--- config.mk ---
export PLATFORM = sky130hd
export DESIGN_NAME = vote_monitor
export DESIGN_NICKNAME = d
export VERILOG_FILES = /design/src/rtl/vote_monitor.sv
export SDC_FILE = /design/constraint.sdc
export NUM_CORES = 1
export LEC_CHECK = 0
export BUFFER_PORTS_ARGS = -buffer_cell sky130_fd_sc_hd__clkbuf_2
export CORE_MARGIN = 1.5
export CORE_UTILIZATION = 40
export CTS_BUF_LIST = sky130_fd_sc_hd__clkbuf_8
export DETAILED_ROUTE_END_ITERATION = 8
export MAX_ROUTING_LAYER = met4
export PLACE_DENSITY = 0.72
export SYNTH_ARGS = -nofsm -noshare
export SYNTH_HDL_FRONTEND = slang
export SYNTH_SLANG_ARGS = --single-unit
--- constraint.sdc ---
create_clock -name clk -period 2.65 [get_ports clk]
set_clock_uncertainty 0.1 [all_clocks]
set_input_delay 0.265 -clock clk [delete_from_list [all_inputs] [get_ports clk]]
set_output_delay 0.265 -clock clk [all_outputs]
set_load 0.005 [all_outputs]
--- src/rtl/vote_monitor.sv ---
// vote_monitor: health monitor that sits behind a triple-redundant majority
// voter. It tracks per-lane disagreement runs and latches sticky lane faults.
// It also counts disagreement events and steps NORMAL -> DEGRADED -> FAILED.
// Each accepted sample yields one result bit through a one-deep output register.
// Optional feature: define VOTE_MONITOR_CLEAR_EN to add a fault_clr input that
// returns the health state to NORMAL without a full reset.
module vote_monitor #(
   parameter int THRESH = 4,  // consecutive mismatches that fault a lane (1..15)
   parameter int CNT_W  = 8   // width of err_cnt
) (
   input  logic             clk,
   input  logic             rst,
`ifdef VOTE_MONITOR_CLEAR_EN
   input  logic             fault_clr,
`endif
   input  logic             in_valid,
   output logic             in_ready,
   input  logic [2:0]       lanes,
   input  logic             vote,
   output logic             out_valid,
   input  logic             out_ready,
   output logic             out_bit,
   output logic [2:0]       lane_fault,
   output logic [CNT_W-1:0] err_cnt,
   output logic [1:0]       state
);

   localparam logic [1:0] ST_NORMAL   = 2'b00;
   localparam logic [1:0] ST_DEGRADED = 2'b01;
   localparam logic [1:0] ST_FAILED   = 2'b10;

   localparam logic [3:0] THRESH_C = 4'(THRESH);

   logic [1:0]       state_q, state_d;
   logic [2:0]       fault_q, fault_d;
   logic [2:0][3:0]  run_q, run_d;
   logic [CNT_W-1:0] err_q, err_d;
   logic             out_valid_q, out_valid_d;
   logic             out_bit_q, out_bit_d;

   logic             accept;
   logic             clr;
   logic             sel_bit;
   logic             disagree;
   logic [2:0]       mismatch;

`ifdef VOTE_MONITOR_CLEAR_EN
   assign clr = fault_clr;
`else
   assign clr = 1'b0;
`endif

   // Handshake: accept only when the output slot is free or draining, never in FAILED.
   assign in_ready = (!out_valid_q || out_ready) && (state_q != ST_FAILED);
   assign accept   = in_valid && in_ready;
   assign mismatch = lanes ^ {3{vote}};

   // Result selection and disagreement detection, both from the pre-update state.
   always_comb begin
      // NOTE: every variable written here gets a default first, otherwise
      // a path that skips an assignment infers a latch.
      sel_bit  = vote;
      disagree = 1'b0;
      case (state_q)
         ST_NORMAL: begin
            sel_bit  = vote;
            disagree = |mismatch;
         end
         ST_DEGRADED: begin
            // Exactly one lane is faulty: lane 0 if healthy, else lane 1.
            sel_bit  = fault_q[0] ? lanes[1] : lanes[0];
            // With two healthy lanes, their parity is 1 exactly when they differ.
            disagree = ^(lanes & ~fault_q);
         end
         default: begin
            sel_bit  = vote;
            disagree = 1'b0;
         end
      endcase
   end

   // Run counters, sticky faults, error count and health state for the next edge.
   always_comb begin
      run_d   = run_q;
      fault_d = fault_q;
      err_d   = err_q;
      state_d = state_q;

      if (accept) begin
         for (int i = 0; i < 3; i++) begin
            if (!fault_q[i]) begin
               if (!mismatch[i]) begin
                  run_d[i] = 4'd0;
               end else if (run_q[i] != THRESH_C) begin
                  run_d[i] = run_q[i] + 4'd1;
               end
               if (run_d[i] == THRESH_C) begin
                  fault_d[i] = 1'b1;
               end
            end
         end
         if (disagree && (err_q != {CNT_W{1'b1}})) begin
            err_d = err_q + CNT_W'(1);
         end
      end

      if (clr) begin
         run_d   = '0;
         fault_d = '0;
         err_d   = '0;
      end

      case (fault_d)
         3'b000:                 state_d = ST_NORMAL;
         3'b001, 3'b010, 3'b100: state_d = ST_DEGRADED;
         default:                state_d = ST_FAILED;
      endcase
   end

   // One-deep output register: load on accept, hold on stall, empty on consume.
   always_comb begin
      out_valid_d = out_valid_q;
      out_bit_d   = out_bit_q;
      if (accept) begin
         out_valid_d = 1'b1;
         out_bit_d   = sel_bit;
      end else if (out_ready) begin
         out_valid_d = 1'b0;
      end
   end

   // State registers with asynchronous active-high reset.
   always_ff @(posedge clk or posedge rst) begin
      // NOTE: sequential state uses non-blocking assignments so every register
      // samples the pre-edge values; blocking here would create ordering races.
      if (rst) begin
         // NOTE: the run counters are a small register array, not a RAM, so
         // they are reset together with the rest of the state.
         run_q       <= '0;
         fault_q     <= '0;
         err_q       <= '0;
         state_q     <= ST_NORMAL;
         out_valid_q <= 1'b0;
         out_bit_q   <= 1'b0;
      end else begin
         run_q       <= run_d;
         fault_q     <= fault_d;
         err_q       <= err_d;
         state_q     <= state_d;
         out_valid_q <= out_valid_d;
         out_bit_q   <= out_bit_d;
      end
   end

   assign out_valid  = out_valid_q;
   assign out_bit    = out_bit_q;
   assign lane_fault = fault_q;
   assign err_cnt    = err_q;
   assign state      = state_q;

endmodule

==> run metrics <==
clk_lat worst skew=0.26 ns; final slew viol count=0; sequential power share=0.434; IO Port Bufs=23; Gate Count Post-Synth=between 150 and 200; total leakage power=0.854 nW; layout net count=around 200; P per Cell Area=960 nW/µm²; internal power component=1.04 mW; EDFF count, synth=0; pre-CTS setup slack=about 0.55 ns; gr ovfl total=0; maximum VDD drop=0.484 mV; clock root buffer=clkbuf_8; CTS buffer count=3; share of cells above drive strength 1=0.200; Crit path buffers/inverters=0; Vert. Die Dim=~65 µm; Post-Syn Area per Cell=10.2 µm²; RSZ-0062 raised after global routing=no; ANT nets after route=0; Antenna diodes=0; FFs w/ async S/R, synth=1.00; Worst Hold Class=in -> reg; relative slew slack=0.702; crit-path max FO=8; Worst Path Arrival=2.17 ns; DRC viols=0; most common cell after layout, fill and taps aside=dfrtp_1; placed cell areas=1730 µm²; kind of critical path=reg -> reg; first-pass GRT wire length=5.16 mm; Finish-stage setup viols=0; Core ar.=approximately 3700 µm²; WL final=2.84 mm; most frequent cells in the layout=dfrtp_1, clkbuf_2, inv_1; largest net degree at the start of global routing=28; RD Place Congestion=0.851; top-level I/O count=24; vias in the first global route=1184; Starting Density=0.420; CTS sink count=27; hold path cells=3; Max Freq=472 MHz; Clk pwr share=0.128; yosys synthesis warning count=0; GR Util All Layers=0.155; Top delay family on crit path=compound AO/OA/AOI/OAI gates; CTS tree=yes; Design Area, Final=1780 µm²; actual slew at the worst max-slew pin=0.441 ns; hold violation count in the final report=0; H-tree Lvls=1; Setup WS post-layout=0.531 ns; switch share=0.395; reg2reg path depth=5; CP max stage delay=0.46 ns; Post-synth top flop=dfrtp_1; initial antenna violation count=0; Crit-path slowest cell=dfrtp_1; Comb power frac=0.438; status=finished clean; Synth Net Count=167; CP Data Required Time=between 2 and 3 ns; Power, Total=1.71 mW; Cell Rows=22; CP Launch Type=register; CP Depth=5; Unique masters post-synth=39; post-cts sizing count=0; max_cap viols=0; Tmin final=2.12 ns; DR WL/cell=about 12 µm; Mapped Area=1550 µm²; Final HPWL DP=2.15 mm; crit end category=register; clock slew at reported path FFs=0.08 ns; Die X=65.2 µm; die area=4250 µm²; worst-path cell chain=nand2b_4 -> xnor3_1 -> a21oi_2 -> a311oi_4 -> mux2_2; final worst-path cycle share=0.800; Seq/Total Area, Yosys=0.437; routed via count=1183; DR vias/cell=between 5 and 6; Sum Neg Setup Slack=0 ns; Seq cells post-synth=27; initial DRC count=68; synthesis-to-finish area growth=15.3%; P_sw=0.676 mW; Util after Layout=0.484; CTS Buffer Depth=2; router iterations before antenna repair=4
-- power groups by stage --
stage	Sequential (mW)	Combinational (mW)	Clock (mW)
final	0.744	0.750	0.219
after global routing	0.775	0.863	0.246
after CTS	0.747	0.760	0.228
after detailed placement	0.752	0.754	0
after global placement	0.749	0.746	0
after floorplan	0.720	0.546	0
-- logic make-up (layout without fill, tap and decap cells) --
| kind of cell | count (synthesis) | after routing | synth area share |
|---|---|---|---|
| AOI/OAI and AO/OA | 22 | 22 | 0.109 |
| xor gates and xnor gates | 18 | 18 | 0.111 |
| adders and majority gates | 8 | 8 | 0.0631 |
| buffers and inverters | 13 | 41 | 0.0323 |
| DFF | 27 | 27 | 0.437 |
| muxes | 6 | 6 | 0.0412 |
| and+or+nand+nor | 58 | 58 | 0.207 |
-- through the flow --
stage / instances / hold WS [ns]
2_1_floorplan: 152 / 0.218
3_3_place_gp: 223 / 0.220
3_5_place_dp: 223 / 0.225
4_1_cts: 228 / 0.234
5_1_grt: 228 / 0.277
6_report: 228 / 0.224
-- tightest hold or removal path, stage by stage --
cell	delay, ns
clkbuf_2	0.07
nand2b_1	0.14
nand2_1	0.07
-- final timing paths --
check                           slack (ns)    endpoint     startpoint
worst min register to register        0.39     out_bit        out_bit
max in group asynchronous             1.73     out_bit            rst
worst min-delay path                  0.22   out_valid      out_ready
min in group asynchronous             0.47    run_q[9]            rst
worst max-delay path                  0.53  err_cnt[1]  lane_fault[0]
worst max register to register        0.53  err_cnt[1]  lane_fault[0]
-- cell type report --
cell class              instances  area [µm²]
flip-flops and latches         27         676
clock buffers                   3        41.3
well taps                      48        60.1
fillers                       368        1900
clock inverters                 1        3.75
inverters                      11        41.3
multi-input cells             112         822
repair buffers                 26         140
-- cell usage after synthesis, types with 2 or more instances --
master    instances  area, µm²
dfrtp_1          27        676
inv_1            11       41.3
nand2_1          11       41.3
xnor2_1          11       96.3
nand3_1          10       50.1
nor2_1            8       30.0
o21ai_0           8       40.0
ha_1              7       87.6
xor2_1            6       52.6
nand4_1           5       31.3
nand2b_1          4       25.0
nor2b_1           4       25.0
and3_1            3       18.8
mux2_2            3       33.8
mux2i_1           3       30.0
nand3b_1          3       22.5
a21oi_1           2       10.0
a31oi_1           2       12.5
nor3_1            2       10.0
nor4_1            2       12.5
o31ai_1           2       15.0
-- flip-flops by register name, summed over array words and instances (netlist names) --
| name | flops |
|---|---|
| run_q | 12 |
| err_cnt | 8 |
| lane_fault | 3 |
| state | 2 |
| out_bit | 1 |
| out_valid | 1 |
-- per-layer routing --
layer / part of all wire / routed length (µm) / up-vias / track usage
li1: - / - / 590 / -
met3: 0.036 / 102 / 4 / 0.0223
met4: 0.011 / 31 / 0 / 0.0443
met1: 0.48 / 1380 / 566 / 0.208
met5: 0 / 0 / - / -
met2: 0.47 / 1330 / 23 / 0.247
-- repair_timing --
item	CTS	global route
hold buffers	1	0
endpoints found under the hold margin	27	0
setup buffers	0	0
(Power assumes the default switching activity.)
